`src/rtl/seq_slot_table.sv`:
```
// Slot descriptor register file for bank1: host write/readback, sequencer
// descriptor fetch and status update, and a cycle profiler that commits into the profile field.
module seq_slot_table #(
  parameter int INDEX_WIDTH    = 3,
  parameter int SRC_ADDR_WIDTH = 32,
  parameter int SRC_SIZE_WIDTH = 26,
  parameter int DST_ADDR_WIDTH = 32,
  parameter int DST_SIZE_WIDTH = 26,
  parameter int STATUS_WIDTH   = 2,
  parameter int PROFILE_WIDTH  = 32,
  parameter int LD_MSK_WIDTH   = 8,
  parameter int ST_MSK_WIDTH   = 8,
  parameter int DATA_WIDTH     = 32
) (
  input  logic                      clk,
  input  logic                      reset,
  input  logic [INDEX_WIDTH-1:0]    wr_index,
  input  logic [SRC_ADDR_WIDTH-1:0] wr_src_addr,
  input  logic [SRC_SIZE_WIDTH-1:0] wr_src_size,
  input  logic [DST_ADDR_WIDTH-1:0] wr_des_addr,
  input  logic [DST_SIZE_WIDTH-1:0] wr_des_size,
  input  logic [STATUS_WIDTH-1:0]   wr_status,
  input  logic [PROFILE_WIDTH-1:0]  wr_profile,
  input  logic [LD_MSK_WIDTH-1:0]   wr_ld_mask,
  input  logic [ST_MSK_WIDTH-1:0]   wr_st_mask,
  input  logic [ST_MSK_WIDTH-1:0]   wr_st_intr_mask_abs,
  input  logic                      set_src_addr,
  input  logic                      set_src_size,
  input  logic                      set_des_addr,
  input  logic                      set_des_size,
  input  logic                      set_status,
  input  logic                      set_profile,
  input  logic                      set_ld_mask,
  input  logic                      set_st_mask,
  input  logic                      set_st_intr_mask_abs,
  input  logic                      rd_req,
  input  logic [INDEX_WIDTH-1:0]    rd_index,
  input  logic [3:0]                rd_field,
  output logic                      rd_valid,
  output logic [DATA_WIDTH-1:0]     rd_data,
  input  logic                      seq_req,
  input  logic [INDEX_WIDTH-1:0]    seq_index,
  output logic                      seq_valid,
  output logic [SRC_ADDR_WIDTH-1:0] seq_src_addr,
  output logic [SRC_SIZE_WIDTH-1:0] seq_src_size,
  output logic [DST_ADDR_WIDTH-1:0] seq_des_addr,
  output logic [DST_SIZE_WIDTH-1:0] seq_des_size,
  output logic [LD_MSK_WIDTH-1:0]   seq_ld_mask,
  output logic [ST_MSK_WIDTH-1:0]   seq_st_mask,
  output logic [ST_MSK_WIDTH-1:0]   seq_st_intr_mask_abs,
  input  logic                      seq_status_set,
  input  logic [STATUS_WIDTH-1:0]   seq_status_in,
  input  logic                      prof_start,
  input  logic                      prof_stop,
  output logic                      prof_busy
);

  localparam int ROWS = 2 ** INDEX_WIDTH;

  typedef enum logic {IDLE, RUN} prof_state_e;

  logic [SRC_ADDR_WIDTH-1:0] src_addr_q [ROWS], src_addr_d [ROWS];
  logic [SRC_SIZE_WIDTH-1:0] src_size_q [ROWS], src_size_d [ROWS];
  logic [DST_ADDR_WIDTH-1:0] des_addr_q [ROWS], des_addr_d [ROWS];
  logic [DST_SIZE_WIDTH-1:0] des_size_q [ROWS], des_size_d [ROWS];
  logic [STATUS_WIDTH-1:0]   status_q   [ROWS], status_d   [ROWS];
  logic [PROFILE_WIDTH-1:0]  profile_q  [ROWS], profile_d  [ROWS];
  logic [LD_MSK_WIDTH-1:0]   ld_mask_q  [ROWS], ld_mask_d  [ROWS];
  logic [ST_MSK_WIDTH-1:0]   st_mask_q  [ROWS], st_mask_d  [ROWS];
  logic [ST_MSK_WIDTH-1:0]   st_intr_q  [ROWS], st_intr_d  [ROWS];

  prof_state_e              state_q, state_d;
  logic [PROFILE_WIDTH-1:0] count_q, count_d, count_inc;
  logic [INDEX_WIDTH-1:0]   row_q, row_d;
  logic                     commit;

  logic                      rd_valid_q, rd_valid_d;
  logic [DATA_WIDTH-1:0]     rd_data_q, rd_data_d;
  logic                      seq_valid_q, seq_valid_d;
  logic [SRC_ADDR_WIDTH-1:0] seq_src_addr_q, seq_src_addr_d;
  logic [SRC_SIZE_WIDTH-1:0] seq_src_size_q, seq_src_size_d;
  logic [DST_ADDR_WIDTH-1:0] seq_des_addr_q, seq_des_addr_d;
  logic [DST_SIZE_WIDTH-1:0] seq_des_size_q, seq_des_size_d;
  logic [LD_MSK_WIDTH-1:0]   seq_ld_mask_q, seq_ld_mask_d;
  logic [ST_MSK_WIDTH-1:0]   seq_st_mask_q, seq_st_mask_d;
  logic [ST_MSK_WIDTH-1:0]   seq_st_intr_q, seq_st_intr_d;

  // Saturating increment doubles as the committed value (count + 1).
  always_comb begin
    count_inc = (count_q == '1) ? count_q : count_q + PROFILE_WIDTH'(1);
    state_d   = state_q;
    count_d   = count_q;
    row_d     = row_q;
    commit    = 1'b0;
    case (state_q)
      IDLE: begin
        if (prof_start) begin
          state_d = RUN;
          row_d   = seq_index;
          count_d = '0;
        end
      end
      RUN: begin
        count_d = count_inc;
        if (prof_stop) begin
          commit  = 1'b1;
          state_d = IDLE;
        end
        if (prof_start) begin
          state_d = RUN;
          row_d   = seq_index;
          count_d = '0;
        end
      end
      default: state_d = IDLE;
    endcase
  end

  // Priority is ordered by assignment: host, then sequencer status, then profiler commit.
  always_comb begin
    src_addr_d = src_addr_q;
    src_size_d = src_size_q;
    des_addr_d = des_addr_q;
    des_size_d = des_size_q;
    status_d   = status_q;
    profile_d  = profile_q;
    ld_mask_d  = ld_mask_q;
    st_mask_d  = st_mask_q;
    st_intr_d  = st_intr_q;
    if (set_src_addr)         src_addr_d[wr_index] = wr_src_addr;
    if (set_src_size)         src_size_d[wr_index] = wr_src_size;
    if (set_des_addr)         des_addr_d[wr_index] = wr_des_addr;
    if (set_des_size)         des_size_d[wr_index] = wr_des_size;
    if (set_status)           status_d[wr_index]   = wr_status;
    if (set_profile)          profile_d[wr_index]  = wr_profile;
    if (set_ld_mask)          ld_mask_d[wr_index]  = wr_ld_mask;
    if (set_st_mask)          st_mask_d[wr_index]  = wr_st_mask;
    if (set_st_intr_mask_abs) st_intr_d[wr_index]  = wr_st_intr_mask_abs;
    if (seq_status_set)       status_d[seq_index]  = seq_status_in;
    if (commit)               profile_d[row_q]     = count_inc;
  end

  always_comb begin
    rd_valid_d = rd_req;
    rd_data_d  = '0;
    if (rd_req) begin
      case (rd_field)
        4'd0:    rd_data_d = DATA_WIDTH'(src_addr_q[rd_index]);
        4'd1:    rd_data_d = DATA_WIDTH'(src_size_q[rd_index]);
        4'd2:    rd_data_d = DATA_WIDTH'(des_addr_q[rd_index]);
        4'd3:    rd_data_d = DATA_WIDTH'(des_size_q[rd_index]);
        4'd4:    rd_data_d = DATA_WIDTH'(status_q[rd_index]);
        4'd5:    rd_data_d = DATA_WIDTH'(profile_q[rd_index]);
        4'd6:    rd_data_d = DATA_WIDTH'(ld_mask_q[rd_index]);
        4'd7:    rd_data_d = DATA_WIDTH'(st_mask_q[rd_index]);
        4'd8:    rd_data_d = DATA_WIDTH'(st_intr_q[rd_index]);
        default: rd_data_d = '0;
      endcase
    end
    seq_valid_d    = seq_req;
    seq_src_addr_d = seq_src_addr_q;
    seq_src_size_d = seq_src_size_q;
    seq_des_addr_d = seq_des_addr_q;
    seq_des_size_d = seq_des_size_q;
    seq_ld_mask_d  = seq_ld_mask_q;
    seq_st_mask_d  = seq_st_mask_q;
    seq_st_intr_d  = seq_st_intr_q;
    if (seq_req) begin
      seq_src_addr_d = src_addr_q[seq_index];
      seq_src_size_d = src_size_q[seq_index];
      seq_des_addr_d = des_addr_q[seq_index];
      seq_des_size_d = des_size_q[seq_index];
      seq_ld_mask_d  = ld_mask_q[seq_index];
      seq_st_mask_d  = st_mask_q[seq_index];
      seq_st_intr_d  = st_intr_q[seq_index];
    end
  end

  always_ff @(posedge clk or negedge reset) begin
    if (!reset) begin
      for (int i = 0; i < ROWS; i++) begin
        src_addr_q[i] <= '0;
        src_size_q[i] <= '0;
        des_addr_q[i] <= '0;
        des_size_q[i] <= '0;
        status_q[i]   <= '0;
        profile_q[i]  <= '0;
        ld_mask_q[i]  <= '0;
        st_mask_q[i]  <= '0;
        st_intr_q[i]  <= '0;
      end
      state_q        <= IDLE;
      count_q        <= '0;
      row_q          <= '0;
      rd_valid_q     <= 1'b0;
      rd_data_q      <= '0;
      seq_valid_q    <= 1'b0;
      seq_src_addr_q <= '0;
      seq_src_size_q <= '0;
      seq_des_addr_q <= '0;
      seq_des_size_q <= '0;
      seq_ld_mask_q  <= '0;
      seq_st_mask_q  <= '0;
      seq_st_intr_q  <= '0;
    end else begin
      src_addr_q     <= src_addr_d;
      src_size_q     <= src_size_d;
      des_addr_q     <= des_addr_d;
      des_size_q     <= des_size_d;
      status_q       <= status_d;
      profile_q      <= profile_d;
      ld_mask_q      <= ld_mask_d;
      st_mask_q      <= st_mask_d;
      st_intr_q      <= st_intr_d;
      state_q        <= state_d;
      count_q        <= count_d;
      row_q          <= row_d;
      rd_valid_q     <= rd_valid_d;
      rd_data_q      <= rd_data_d;
      seq_valid_q    <= seq_valid_d;
      seq_src_addr_q <= seq_src_addr_d;
      seq_src_size_q <= seq_src_size_d;
      seq_des_addr_q <= seq_des_addr_d;
      seq_des_size_q <= seq_des_size_d;
      seq_ld_mask_q  <= seq_ld_mask_d;
      seq_st_mask_q  <= seq_st_mask_d;
      seq_st_intr_q  <= seq_st_intr_d;
    end
  end

  assign rd_valid             = rd_valid_q;
  assign rd_data              = rd_data_q;
  assign seq_valid            = seq_valid_q;
  assign seq_src_addr         = seq_src_addr_q;
  assign seq_src_size         = seq_src_size_q;
  assign seq_des_addr         = seq_des_addr_q;
  assign seq_des_size         = seq_des_size_q;
  assign seq_ld_mask          = seq_ld_mask_q;
  assign seq_st_mask          = seq_st_mask_q;
  assign seq_st_intr_mask_abs = seq_st_intr_q;
  assign prof_busy            = (state_q == RUN);

endmodule

```
`config.mk`:
```
export PLATFORM = sky130hd
export DESIGN_NAME = seq_slot_table
export DESIGN_NICKNAME = d
export VERILOG_FILES = /design/src/rtl/seq_slot_table.sv
export SDC_FILE = /design/constraint.sdc
export NUM_CORES = 2
export LEC_CHECK = 0
export CELL_PAD_IN_SITES_DETAIL_PLACEMENT = 0
export CELL_PAD_IN_SITES_GLOBAL_PLACEMENT = 2
export CORE_MARGIN = 2
export CORE_UTILIZATION = 40
export DETAILED_ROUTE_END_ITERATION = 8
export PLACE_DENSITY = 0.83
export SLEW_MARGIN = 10
export SYNTH_ARGS = -nofsm -noshare
export SYNTH_HDL_FRONTEND = slang
export SYNTH_SLANG_ARGS = --single-unit
```
`constraint.sdc`:
```
create_clock -name clk -period 2.4 [get_ports clk]
set_clock_uncertainty 0.15 [all_clocks]
set_input_delay 0.48 -clock clk [delete_from_list [all_inputs] [get_ports clk]]
set_output_delay 0.48 -clock clk [all_outputs]
set_load 0.005 [all_outputs]
```
==> impl_metrics.ini <==
[final_layout]
area_delta_synth_final_pct = 26.59
final_nets = 7265
instances_no_fill = 10030
final_layout_size_suffix_gt1_frac = 0.4366

[synthesis]
netlist_top_cells_count = sky130_fd_sc_hd__dfrtp_1, sky130_fd_sc_hd__mux2_2, sky130_fd_sc_hd__mux4_2
synth_xor_xnor_area_share = 0.0006141
synth_cells = 6161
ys_types = 69
largest_family_of_logic_cells_by_synthesized_area = multiplexers
synthFlopType = sky130_fd_sc_hd__dfrtp_1
arithmetic_cell_share_of_the_synthesized_area_counting_full_adders_half_adders_and_majority_gates = 0.0001498
yosys-mux-area-fraction = 0.3595
synth-warning-count = 0
synth.most_common_cell = sky130_fd_sc_hd__dfrtp_1
synthSimpleGateAreaFrac = 0.06797
synth-seq-cells = 1602
synth_top_area_share = 0.4799
synth_top_cells_by_area = sky130_fd_sc_hd__dfrtp_1, sky130_fd_sc_hd__mux4_2, sky130_fd_sc_hd__mux2_2
synth_edf_count = 0
synth_top_cell_by_area = sky130_fd_sc_hd__dfrtp_1
post_synth.cell_area_avg_sq_um = 13.56
compound_gate_fraction_of_synth_area = 0.06432
synth_async_sr_flop_share = 1.000
synth_nets = 6367
synth_seq_area_share = 0.4799
cell_area_after_synthesis_sq_um = 83530

[power]
power.static_leakage_nw = 44.07
share_comb_of_total_power = 0.245
design_power_total_mw = 87.93
internal_cell_power_mw = 62.94
largest_vdd_supply_drop_mv = 0.8746
seq_power_share = 0.427
swShare = 0.2842
clock_power_share = 0.328
cellPowerDensity_nw_per_um2 = 831.6
power_switching_mw = 24.99

[setup_path]
required_ns = 3.00
worst-endpoint-arrival_ns = 3.14
category_of_the_most_critical_setup_path = reg -> reg
worst_path_largest_cell_delay_ns = 0.42
worstPathCellList = ha_4 > nand4_1 > or3_4 > buf_6 > buf_6 > a2111oi_4 > buf_6 > clkbuf_16 > nor3_1 > nor3_1
crit_top_cell = sky130_fd_sc_hd__buf_6
reg2reg_from = count_q[1]$_DFFE_PN0P_
worst_setup_path_end_kind = register
critical_path.n_buffers_inverters = 4
worstPathMaxFanout = 8
cp_slowest_cell = sky130_fd_sc_hd__or3_4
worst_r2r_path_depth = 10
worst_setup_slack_for_register_to_register_paths_ns = -0.15
type_of_element_launching_the_critical_path = register
r2r-end = profile_q[248]$_DFF_PN0_
cpLargestDelayFamily = simple AND/OR/NAND/NOR gates

[sta]
setup_ws_ns = -0.1455
period_share = 1.061
final_max_slew_viol_count = 0
setup_viol = 50
fin_worst_hold_slack_ns = 0.06712
fin_setup_tns_ns = -2.674
hold_viol = 0
maxSlewHeadroom = 0.4655
timing_worst_slew_pin_value_ns = 0.8018
rsz0062_at_grt = yes
achievable-frequency_mhz = 392.9
post_layout_minimum_cycle_time_ns = 2.545

[place]
dpl_worst_slack_ns = -0.6515
port_buffers = 379
dp_hpwl_um = 198100
gp_congestion = 0.8715
placedCellCount = 9623

[clock_tree]
cts_num_sinks = 1602
clock_tree.htree_level_count = 4
cts-root-buf = sky130_fd_sc_hd__clkbuf_16
cts-root-to-sink-buffers = 3
cts_made_buffers = 181
path_clk_slew_ns = 0.06
tritoncts = yes
clock_insertion_delay_worst_skew_ns = 0.85

[global_routing]
grt_overflow = 0
vias_in_the_first_global_route = 62880
grt_pass1_wl_um = 427300
globalRoute.busiestLayer = met2
grt_util_met2 = 0.4293
use_met3 = 0.05593
grt_start_max_net_pins = 111
antenna_violations_before_repair = 58
groute.usage.overall = 0.2693
met1_resource_use_gr = 0.3594

[floorplan]
core.rowCount = 167
height_of_the_chip_um = 461.0
initial_core_util = 0.4030
coreArea_sq_um = 207300
die_area_sq_um = 212500
die_w_um = 461.0
count_of_boundary_i_o_pins = 380

[routing]
ant_nets = 0
route.detailed.drc = 0
detail_route.iter0.violations = 5656
routedWlPerCell_um = 28.82
detail_route.first_pass.iterations = 7
routed_wirelength_um = 289200
vias = 61090
via_per_inst = 6.088

[hold_path]
hold_path_startpoint = seq_index[0]
worstHoldPathType = in -> reg
whs_endpoint = seq_src_size[13]$_DFFE_PN0P_
worst_hold_path.num_cells = 3

[status]
status = finished with violations
failing_checks = negative setup slack

[job]
drv.max_cap_violation_count = 0
[layer usage]
layer	vias up	share of wire
met1	32480	0.41
met3	541	0.076
met5	-	0.00089
li1	25620	-
met2	2404	0.48
met4	38	0.039
[cell type report]
type,count,area (sq um)
multi-input cells,3980,42180
fillers,17590,101500
clock inverters,62,835.8
repair buffers,1285,13630
well taps,2788,3488
inverters,9,33.78
flip-flops and latches,1602,40120
clock buffers,267,5345
diodes,41,102.6
[stage by stage]
| step | instance area, sq um | util |
|---|---|---|
| after global routing | 105700 | 0.5100 |
| after global placement | 97980 | 0.4727 |
| after CTS | 104600 | 0.5047 |
| final | 105700 | 0.5102 |
| after detailed placement | 97980 | 0.4727 |
| after floorplan | 83640 | - |
[worst max path at each step]
stage / startpoint / end / slack, ns / cells past startpoint
6_report: count_q[1]$_DFFE_PN0P_ / profile_q[248]$_DFF_PN0_ / -0.15 / 10
5_1_grt: count_q[1]$_DFFE_PN0P_ / profile_q[248]$_DFF_PN0_ / -0.17 / 10
4_1_cts: count_q[1]$_DFFE_PN0P_ / profile_q[86]$_DFF_PN0_ / -0.05 / 10
3_5_place_dp: rd_index[0] / rd_data[7]$_DFF_PN0_ / -0.65 / 9
3_3_place_gp: rd_index[0] / rd_data[7]$_DFF_PN0_ / -0.74 / 9
2_1_floorplan: count_q[0]$_DFFE_PN0P_ / count_q[21]$_DFFE_PN0P_ / -0.12 / 8
[flip-flops by register name, summed over array words and instances (netlist names), 26 cells and up]
register	cells
src_addr_q	256
seq_des_addr	32
profile_q	256
seq_src_size	26
seq_des_size	26
ld_mask_q	64
count_q	32
st_intr_q	64
st_mask_q	64
des_size_q	208
seq_src_addr	32
rd_data	32
des_addr_q	256
src_size_q	208
[logic make-up (layout without fill, tap and decap cells)]
kind of cell               after synthesis  after routing
DFF                                   1602           1602
AOI/OAI and AO/OA                      823            823
other                                    0             41
adders and majority gates                1              1
buffers and inverters                  580           1623
and+or+nand+nor                       1056           1057
xor gates and xnor gates                 5              5
muxes                                 2094           2094
[cell usage in the layout (no fill, tap or decap), types with 28 or more instances in the layout]
| cell type | n |
|---|---|
| sky130_fd_sc_hd__buf_12 | 223 |
| sky130_fd_sc_hd__nor2b_1 | 138 |
| sky130_fd_sc_hd__and4_1 | 44 |
| sky130_fd_sc_hd__clkinv_2 | 28 |
| sky130_fd_sc_hd__clkbuf_16 | 189 |
| sky130_fd_sc_hd__a31oi_1 | 59 |
| sky130_fd_sc_hd__nor3_1 | 137 |
| sky130_fd_sc_hd__a211oi_1 | 321 |
| sky130_fd_sc_hd__diode_2 | 41 |
| sky130_fd_sc_hd__mux2_1 | 32 |
| sky130_fd_sc_hd__clkbuf_1 | 39 |
| sky130_fd_sc_hd__clkdlybuf4s50_1 | 295 |
| sky130_fd_sc_hd__dlygate4sd2_1 | 68 |
| sky130_fd_sc_hd__clkbuf_8 | 45 |
| sky130_fd_sc_hd__mux2_2 | 1094 |
| sky130_fd_sc_hd__and3_1 | 140 |
| sky130_fd_sc_hd__a21oi_1 | 250 |
| sky130_fd_sc_hd__mux4_2 | 612 |
| sky130_fd_sc_hd__dfrtp_2 | 29 |
| sky130_fd_sc_hd__o22ai_1 | 68 |
| sky130_fd_sc_hd__nand3_1 | 31 |
| sky130_fd_sc_hd__dfrtp_1 | 1573 |
| sky130_fd_sc_hd__buf_4 | 642 |
| sky130_fd_sc_hd__nor2_1 | 232 |
| sky130_fd_sc_hd__nand2_1 | 125 |
| sky130_fd_sc_hd__mux2i_1 | 354 |
| sky130_fd_sc_hd__nor3_2 | 32 |
[power by group through the flow]
stage | Combinational (mW) | Sequential (mW) | Clock [mW]
floorplan | 12.9 | 36.2 | 0
global placement | 20.9 | 37.4 | 0
detailed placement | 21.3 | 37.8 | 0
CTS | 21.4 | 37.3 | 29.3
global route | 22.9 | 38.2 | 30.5
finish | 21.5 | 37.5 | 28.9
[what timing repair did]
action / CTS / global route
pin swaps: 33 / 73
cloned: 5 / 8
setup endpoints to repair: 213 / 212
gates resized for setup: 144 / 160
hold endpoints to repair: 1234 / 0
buffers inserted: 17 / 13
hold buffers: 5 / 0
[worst min-delay path, delay by kind of cell]
kind / cells / cell delay (ns)
mux: 1 / 0.23
compound gates: 1 / 0.09
buf+inv: 1 / 0.21
Note: power is estimated with default switching activity, not from simulation.
